<file path="config.mk">
export PLATFORM = sky130hd
export DESIGN_NAME = branch_resolve_update
export DESIGN_NICKNAME = d
export VERILOG_FILES = /design/src/rtl/branch_resolve_update.sv
export SDC_FILE = /design/constraint.sdc
export NUM_CORES = 1
export LEC_CHECK = 0
export ABC_AREA = 1
export CAP_MARGIN = 10
export CORE_MARGIN = 10
export CORE_UTILIZATION = 52
export DETAILED_ROUTE_END_ITERATION = 12
export HOLD_SLACK_MARGIN = 0.06
export PLACE_DENSITY = 0.94
export SLEW_MARGIN = 20
export SYNTH_ARGS = -nofsm -noshare
export SYNTH_HDL_FRONTEND = slang
export SYNTH_SLANG_ARGS = --single-unit
</file>
<file path="constraint.sdc">
create_clock -name clk -period 2.5 [get_ports clk]
set_input_delay 0.375 -clock clk [delete_from_list [all_inputs] [get_ports clk]]
set_output_delay 0.375 -clock clk [all_outputs]
set_load 0.1 [all_outputs]
</file>
<file path="src/rtl/branch_resolve_update.sv">
// rtl/branch_resolve_update.sv - branch resolve, BHT update, mispredict flush and statistics
//
// Owns the table of 2-bit saturating counters read by fetch. When a
// conditional branch resolves in EX it trains the indexed counter. On a
// mispredict it raises a registered one-cycle flush with the corrected PC.
//
// Ports:
//   clk, rst_n        clock (rising edge), asynchronous active-low reset
//   fetch_pc          PC being fetched; indexes the table for pred_taken
//   pred_taken        combinational prediction for fetch_pc (counter MSB)
//   ex_valid          EX stage holds a live instruction
//   ex_branch         EX instruction is a conditional branch
//   ex_taken          resolved outcome from the comparator
//   ex_pred_taken     prediction made at fetch, carried down the pipe
//   ex_pc, ex_target  PC and target of the EX instruction
//   flush             one-cycle squash/redirect pulse
//   redirect_pc       corrected fetch PC, valid while flush=1, held otherwise
//   branch_count      resolved branches since reset (wrapping)
//   mispredict_count  mispredictions since reset (wrapping)

module branch_resolve_update #(
  parameter int N     = 32,
  parameter int IDX_W = 4,
  parameter int CNT_W = 16
) (
  input  logic             clk,
  input  logic             rst_n,
  input  logic [N-1:0]     fetch_pc,
  output logic             pred_taken,
  input  logic             ex_valid,
  input  logic             ex_branch,
  input  logic             ex_taken,
  input  logic             ex_pred_taken,
  input  logic [N-1:0]     ex_pc,
  input  logic [N-1:0]     ex_target,
  output logic             flush,
  output logic [N-1:0]     redirect_pc,
  output logic [CNT_W-1:0] branch_count,
  output logic [CNT_W-1:0] mispredict_count
);

  localparam int M = 2 ** IDX_W;

  localparam logic [0:0] RUN    = 1'b0;
  localparam logic [0:0] SQUASH = 1'b1;

  logic [1:0]       bht [M];
  logic [0:0]       state;
  logic [IDX_W-1:0] fetch_idx;
  logic [IDX_W-1:0] ex_idx;
  logic [1:0]       cur_cnt;
  logic [1:0]       next_cnt;
  logic             resolve;
  logic             mispredict;
  logic             unused_fetch_bits;

  // Word-aligned PCs: the low two bits and the bits above the index
  // carry no information for the table.
  assign fetch_idx = fetch_pc[IDX_W+1:2];
  assign ex_idx    = ex_pc[IDX_W+1:2];
  assign unused_fetch_bits = ^{fetch_pc[N-1:IDX_W+2], fetch_pc[1:0]};

  // Read-before-write: the read sees the table as of the last edge, so a
  // same-cycle update to the same entry is not bypassed.
  assign pred_taken = bht[fetch_idx][1];

  // The EX instruction in the cycle after a mispredict is wrong-path.
  assign resolve    = ex_valid && ex_branch && (state == RUN);
  assign mispredict = resolve && (ex_taken != ex_pred_taken);

  always_comb begin
    cur_cnt  = bht[ex_idx];
    next_cnt = cur_cnt;
    if (ex_taken) begin
      if (cur_cnt != 2'b11) next_cnt = cur_cnt + 2'b01;
    end else begin
      if (cur_cnt != 2'b00) next_cnt = cur_cnt - 2'b01;
    end
  end

  always_ff @(posedge clk or negedge rst_n) begin
    if (!rst_n) begin
      for (int i = 0; i < M; i++) begin
        bht[i] <= 2'b10;
      end
      state            <= RUN;
      flush            <= 1'b0;
      redirect_pc      <= '0;
      branch_count     <= '0;
      mispredict_count <= '0;
    end else begin
      flush <= mispredict;
      state <= mispredict ? SQUASH : RUN;
      if (resolve) begin
        bht[ex_idx]  <= next_cnt;
        branch_count <= branch_count + CNT_W'(1);
      end
      if (mispredict) begin
        mispredict_count <= mispredict_count + CNT_W'(1);
        redirect_pc      <= ex_taken ? ex_target : (ex_pc + N'(4));
      end
    end
  end

endmodule

</file>
==> results of run 1 <==
[flip-flops by register name (all words and copies together) (netlist names)]
| name | flops |
|---|---|
| bht | 32 |
| redirect_pc | 32 |
| branch_count | 16 |
| mispredict_count | 16 |
| flush | 1 |
[timing repair]
action | in CTS | in global routing
hold endpoints to repair | 2 | 0
hold buffers | 1 | 0
setup endpoints to repair | 0 | 0
[layer usage]
layer / track usage / vias up / wire length, um / share of wire
met3: 0.05289 / 44 / 1537 / 0.086
li1: - / 2928 / - / -
met5: 0 / - / 0 / 0
met1: 0.2729 / 2771 / 7421 / 0.42
met2: 0.3381 / 269 / 8387 / 0.47
met4: 0.08171 / 0 / 507 / 0.028
[how the worst min path moves through the flow]
stage	startpoint	endpoint	slack (ps)	cells after the start
2_1_floorplan	rst_n	bht[0]$_DFFE_PN0P_	80	0
3_3_place_gp	rst_n	bht[22]$_DFFE_PN0P_	420	1
3_5_place_dp	rst_n	bht[22]$_DFFE_PN0P_	420	1
4_1_cts	bht[21]$_DFFE_PN1P_	bht[21]$_DFFE_PN1P_	470	2
5_1_grt	bht[5]$_DFFE_PN1P_	bht[5]$_DFFE_PN1P_	480	2
6_report	bht[5]$_DFFE_PN1P_	bht[5]$_DFFE_PN1P_	470	2
[cells in the mapped netlist (3+ instances only)]
cell	instances	area share
buf_6	5	0.0095
nor3_1	16	0.014
inv_2	3	0.0019
nand2_2	5	0.0053
clkbuf_1	8	0.0051
o21ai_1	9	0.0076
nand3b_1	8	0.010
nor2_1	113	0.072
nand3_1	60	0.051
xor2_1	28	0.041
xnor2_1	9	0.013
o211ai_1	5	0.0063
nand4_1	9	0.0095
dfrtp_1	81	0.34
inv_1	78	0.049
o21ai_0	25	0.021
dfstp_2	16	0.071
nand2_1	289	0.18
a31oi_1	4	0.0042
nor2_4	4	0.0076
a21oi_1	29	0.025
ha_1	6	0.013
buf_2	7	0.0059
[cells in the final DEF (no fill, tap or decap), types with 3 or more instances in the layout]
| cell type | netlist | final |
|---|---|---|
| a21oi_1 | 29 | 29 |
| a31oi_1 | 4 | 4 |
| buf_12 | 0 | 3 |
| buf_4 | 2 | 83 |
| clkbuf_16 | 0 | 9 |
| clkdlybuf4s50_1 | 0 | 72 |
| dfrtp_1 | 81 | 81 |
| dfstp_2 | 16 | 16 |
| ha_1 | 6 | 6 |
| inv_1 | 78 | 78 |
| inv_2 | 3 | 3 |
| inv_6 | 0 | 3 |
| nand2_1 | 289 | 289 |
| nand2_2 | 5 | 5 |
| nand3_1 | 60 | 60 |
| nand3b_1 | 8 | 8 |
| nand4_1 | 9 | 9 |
| nor2_1 | 113 | 113 |
| nor2_4 | 4 | 4 |
| nor3_1 | 16 | 16 |
| o211ai_1 | 5 | 5 |
| o21ai_0 | 25 | 24 |
| o21ai_1 | 9 | 9 |
| o21ai_2 | 2 | 3 |
| xnor2_1 | 9 | 9 |
| xor2_1 | 28 | 28 |
[logic make-up after synthesis]
group | Yosys count | share of synthesized area
flops | 97 | 0.4137
fa+ha+maj | 6 | 0.01269
buf+inv | 108 | 0.07847
xor+xnor | 37 | 0.05478
simple gates | 515 | 0.3708
compound gates | 76 | 0.06959
[critical path, stage by stage]
cell	delay (ps)
clkdlybuf4s50_1	640
a21oi_1	250
o21ai_0	110
nand3_1	90
nand2_1	60
o21ai_2	160
buf_12	190
[through the flow]
step | hold slack [ps] | setup slack, ps | cells | util
2_1_floorplan | 79.41 | 245.3 | 839 | -
3_3_place_gp | 424.0 | 165.2 | 1114 | 0.6700
3_5_place_dp | 424.6 | 96.26 | 1114 | 0.6700
4_1_cts | 470.1 | 237.2 | 1131 | 0.6978
5_1_grt | 481.3 | 132.6 | 1131 | 0.6978
6_report | 470.8 | 229.6 | 1131 | 0.6978
[power groups by stage]
stage	logic, mW	registers (mW)	clock network, mW
finish	3.00	2.17	1.38
global route	3.14	2.22	1.45
CTS	3.01	2.17	1.39
detailed placement	3.00	2.19	0
global placement	2.96	2.18	0
floorplan	0.614	3.77	0
[layout make-up]
| class | instances | area share |
|---|---|---|
| inverters | 85 | 0.04229 |
| clock inverters | 7 | 0.009143 |
| multi-input cells | 634 | 0.3925 |
| repair buffers | 159 | 0.1845 |
| flip-flops and latches | 97 | 0.3193 |
| clock buffers | 9 | 0.02939 |
| well taps | 140 | 0.02286 |
==> flow_summary.json, run 1 <==
{
  "core_sq_um": 10980,
  "synthesis.nets": 947,
  "fill_cells": 881,
  "hold_path.class": "reg2reg",
  "die_x_um": 126.7,
  "synthFlopType": "dfrtp_1",
  "fin_setup_tns_ps": 0,
  "cp-start-kind": "input port",
  "htree_num_levels": 3,
  "drt.antenna.violating_nets": 0,
  "yosysWarningCount": 0,
  "place_area_sq_um": 7358,
  "status": "finished, final reports clean",
  "vias": 6012,
  "drc": 0,
  "syn_to_final_growth_pct": 29.55,
  "netlist_area_sq_um": 5916,
  "multi_input_comb_area_sq_um": 3008,
  "grt_pass1_wl_um": 28460,
  "ys_seq_area_frac": 0.4137,
  "fp.dieH_um": 126.7,
  "first_pass_iters": 6,
  "clockRootBuffer": "clkbuf_16",
  "endpoint": "pred_taken",
  "endpoint_kind": "output port",
  "initial_core_util": 0.5386,
  "clock_latency_ps": 340,
  "rr_worst_depth": 7,
  "clkPwrFrac": 0.211,
  "wl_per_cell_um": 15.78,
  "regArea_sq_um": 2447,
  "synth_edf_count": 0,
  "power_switching_mw": 3.262,
  "finClkSkew_ps": 10.60,
  "swShare": 0.4977,
  "grt_max_degree": 53,
  "synth-seq-cells": 97,
  "worst-endpoint-arrival_ps": 1900,
  "crit_type": "in2out",
  "hpwl_um": 13750,
  "period_needed_ps": 2270,
  "gp_congestion": 0.9514,
  "ctsResizeCount": 0,
  "maxCapViolations": 0,
  "synth.distinct_cells": 37,
  "cts_inserted_buffers": 9,
  "die-area_sq_um": 16040,
  "numPortBuffers": 139,
  "clk_pin_slew_ps": 70,
  "grt_overflow": 0,
  "wirelength_um": 17850,
  "worstMarginPinSlew_ps": 611.9,
  "pin_count": 168,
  "intPower_mw": 3.292,
  "power_frac_seq": 0.331,
  "cts_tree": "yes",
  "final_max_slew_viol_count": 0,
  "netlist_instances": 839,
  "rsz0062_at_grt": "false",
  "r2r-end": "mispredict_count[9]$_DFFE_PN0P_",
  "worstPathRequired_ps": 2120,
  "post-route-period-util": 0.9082,
  "rrSetupSlack_ps": 620,
  "avgSynthCellArea_sq_um": 7.051,
  "ir_drop_mv": 0.9989,
  "relSlewSlack": 0.5921,
  "power.total_mw": 6.555,
  "final_nets": 1094,
  "grt_pass1_vias": 5792,
  "combPwrFrac": 0.458,
  "antenna_found_initial": 0,
  "cts.sinks": 97,
  "power.density_nw_per_um2": 855.3,
  "final-setup-viol-count": 0,
  "design_area_sq_um": 7664,
  "drt_iter0_markers": 677,
  "synthArstFlopShare": 1.000,
  "hold_viol": 0,
  "via_per_inst": 5.316,
  "p_leak_nw": 3.818,
  "drive_gt1_frac": 0.1463,
  "clock.fmax_mhz": 440.4,
  "worstSetupStartpoint": "fetch_pc[2]",
  "rows": 38,
  "diodes": 0,
  "worst-path-max-fanout": 16,
  "postCtsSetupBuffers": 0,
  "r2r-start": "flush$_DFF_PN0_",
  "clockBufferDepth": 2,
  "track_usage": 0.2127
}
Note: power is estimated with default switching activity, not from simulation.
==> run 2, diff against run 1 <==
--- a/config.mk
+++ b/config.mk
@@ -8,10 +8,11 @@
 export ABC_AREA = 1
 export CAP_MARGIN = 10
 export CORE_MARGIN = 10
-export CORE_UTILIZATION = 52
+export CORE_UTILIZATION = 55
 export DETAILED_ROUTE_END_ITERATION = 12
-export HOLD_SLACK_MARGIN = 0.06
-export PLACE_DENSITY = 0.94
+export DONT_BUFFER_PORTS = 1
+export HOLD_SLACK_MARGIN = 0.1
+export PLACE_DENSITY = 0.78
 export SLEW_MARGIN = 20
 export SYNTH_ARGS = -nofsm -noshare
 export SYNTH_HDL_FRONTEND = slang
==> flow_summary.json, run 2 (same netlist as run 1, synthesis figures left out) <==
{
  "diodes": 0,
  "worst-path-max-fanout": 2,
  "drt.antenna.violating_nets": 0,
  "layout_common_cells": "289 x nand2_1, 113 x nor2_1, 81 x dfrtp_1",
  "p_leak_nw": 3.262,
  "crit_type": "reg2out",
  "grt_pass1_vias": 5480,
  "wl_per_cell_um": 17.60,
  "die-area_sq_um": 15300,
  "post-place-ws_ps": 597.4,
  "rows": 37,
  "violations": "hold timing",
  "hold_viol": 97,
  "pin_count": 168,
  "ctsResizeCount": 0,
  "core_sq_um": 10420,
  "cts_inserted_buffers": 9,
  "grt_overflow": 0,
  "initial_core_util": 0.5679,
  "ir_drop_mv": 0.8426,
  "power.total_mw": 5.931,
  "r2r-end": "bht[10]$_DFFE_PN0P_",
  "syn_to_final_growth_pct": 9.412,
  "dp_cells": 992,
  "power.density_nw_per_um2": 916.3,
  "rr_worst_depth": 12,
  "htree_num_levels": 3,
  "top_regs": "bht: 32 flops, redirect_pc: 32 flops",
  "first_pass_iters": 5,
  "via_per_inst": 5.526,
  "fin_setup_tns_ps": 0,
  "crit_chain": "inv_1 -> a21oi_1 -> o21ai_0 -> nand3_1 -> nand2_1 -> o21ai_2 -> buf_4",
  "cp_num_cells": 7,
  "maxCapViolations": 0,
  "drt_iter0_markers": 581,
  "worstPathRequired_ps": 2120,
  "numPortBuffers": 0,
  "hpwl_um": 13230,
  "hold_ws_ps": -316.8,
  "fill_cells": 931,
  "slowest_stage": "dfstp_2",
  "wirelength_um": 17750,
  "period_needed_ps": 2148,
  "timing.critical_path.buf_inv": 2,
  "cp-start-kind": "flip-flop",
  "post-route-period-util": 0.8593,
  "final-setup-viol-count": 0,
  "final_max_slew_viol_count": 0,
  "endpoint": "pred_taken",
  "finClkSkew_ps": 9.924,
  "track_usage": 0.2283,
  "antenna_found_initial": 0,
  "relSlewSlack": 0.3637,
  "drc": 0,
  "vias": 5570,
  "layout_commonest_cell": "nand2_1",
  "clockBufferDepth": 2,
  "worstMarginPinSlew_ps": 954.5,
  "regArea_sq_um": 2447,
  "worstSetupStartpoint": "bht[21]$_DFFE_PN1P_",
  "hold_path.class": "in2async",
  "postCtsSetupBuffers": 0,
  "grt_pass1_wl_um": 27720,
  "clk_pin_slew_ps": 100,
  "worst-endpoint-arrival_ps": 1770,
  "cts_tree": "yes",
  "die_x_um": 123.7,
  "drive_gt1_frac": 0.1112,
  "final_nets": 975,
  "clock.fmax_mhz": 465.5,
  "clockRootBuffer": "clkbuf_8",
  "cts.sinks": 97,
  "endpoint_kind": "output port",
  "grt_max_degree": 98,
  "critPathMaxStageDelay_ps": 550,
  "status": "finished, violations left",
  "clock_latency_ps": 370,
  "setup_ws_ps": 351.9,
  "gp_congestion": 0.9668,
  "rsz0062_at_grt": "false",
  "fp.dieH_um": 123.7,
  "rrSetupSlack_ps": 570,
  "crit_family": "flip-flops",
  "multi_input_comb_area_sq_um": 3008,
  "instances_no_fill": 1008,
  "r2r-start": "bht[17]$_DFFE_PN1P_"
}
[run 2: changes by cell type in the layout (fill, tap and decap cells not counted), sizes merged]
cell,before,now
clkbuf,9,12
inv,88,83
clkdlybuf4s50,72,0
bufinv,0,2
dlygate4sd3,1,0
buf,86,40
[run 2: final cells by class]
class                           count  area share
Clock inverter                      4     0.01199
Inverter                           85     0.05007
Multi-Input combinational cell    634      0.4647
Sequential cell                    97      0.3781
Timing Repair Buffer               40     0.04639
Clock buffer                       12     0.02242
Tap cell                          136     0.02629
[run 2: power breakdown]
| group | switching [mW] | leakage [nW] | internal (mW) | total, mW |
|---|---|---|---|---|
| logic | 1.32 | 1.97 | 0.404 | 1.72 |
| registers | 1.16 | 1.18 | 1.89 | 3.05 |
| clock network | 0.560 | 0.111 | 0.596 | 1.16 |
[run 2: worst min path at each step]
stage	start	endpoint	slack, ps
after floorplan	rst_n	bht[0]$_DFFE_PN0P_	80
after global placement	rst_n	branch_count[13]$_DFFE_PN0P_	80
after detailed placement	rst_n	branch_count[12]$_DFFE_PN0P_	80
after CTS	rst_n	branch_count[8]$_DFFE_PN0P_	-320
after global routing	rst_n	branch_count[8]$_DFFE_PN0P_	-350
final	rst_n	branch_count[8]$_DFFE_PN0P_	-320
[run 2: stage by stage]
| stage | hold WS (ps) | util | instance area, sq um |
|---|---|---|---|
| 6_report | -316.8 | 0.6214 | 6472 |
| 5_1_grt | -346.2 | 0.6214 | 6472 |
| 4_1_cts | -324.6 | 0.6214 | 6472 |
| 3_5_place_dp | 82.34 | 0.6000 | 6250 |
| 3_3_place_gp | 82.26 | 0.6000 | 6250 |
| 2_1_floorplan | 79.41 | - | 5919 |
[run 2: routing by layer]
layer  part of all wire  routed length, um  GRT usage
met5                  0                  0          0
met4              0.016                281    0.06477
met3               0.12               2065    0.08009
met2               0.46               8215     0.3623
met1               0.40               7183     0.2891
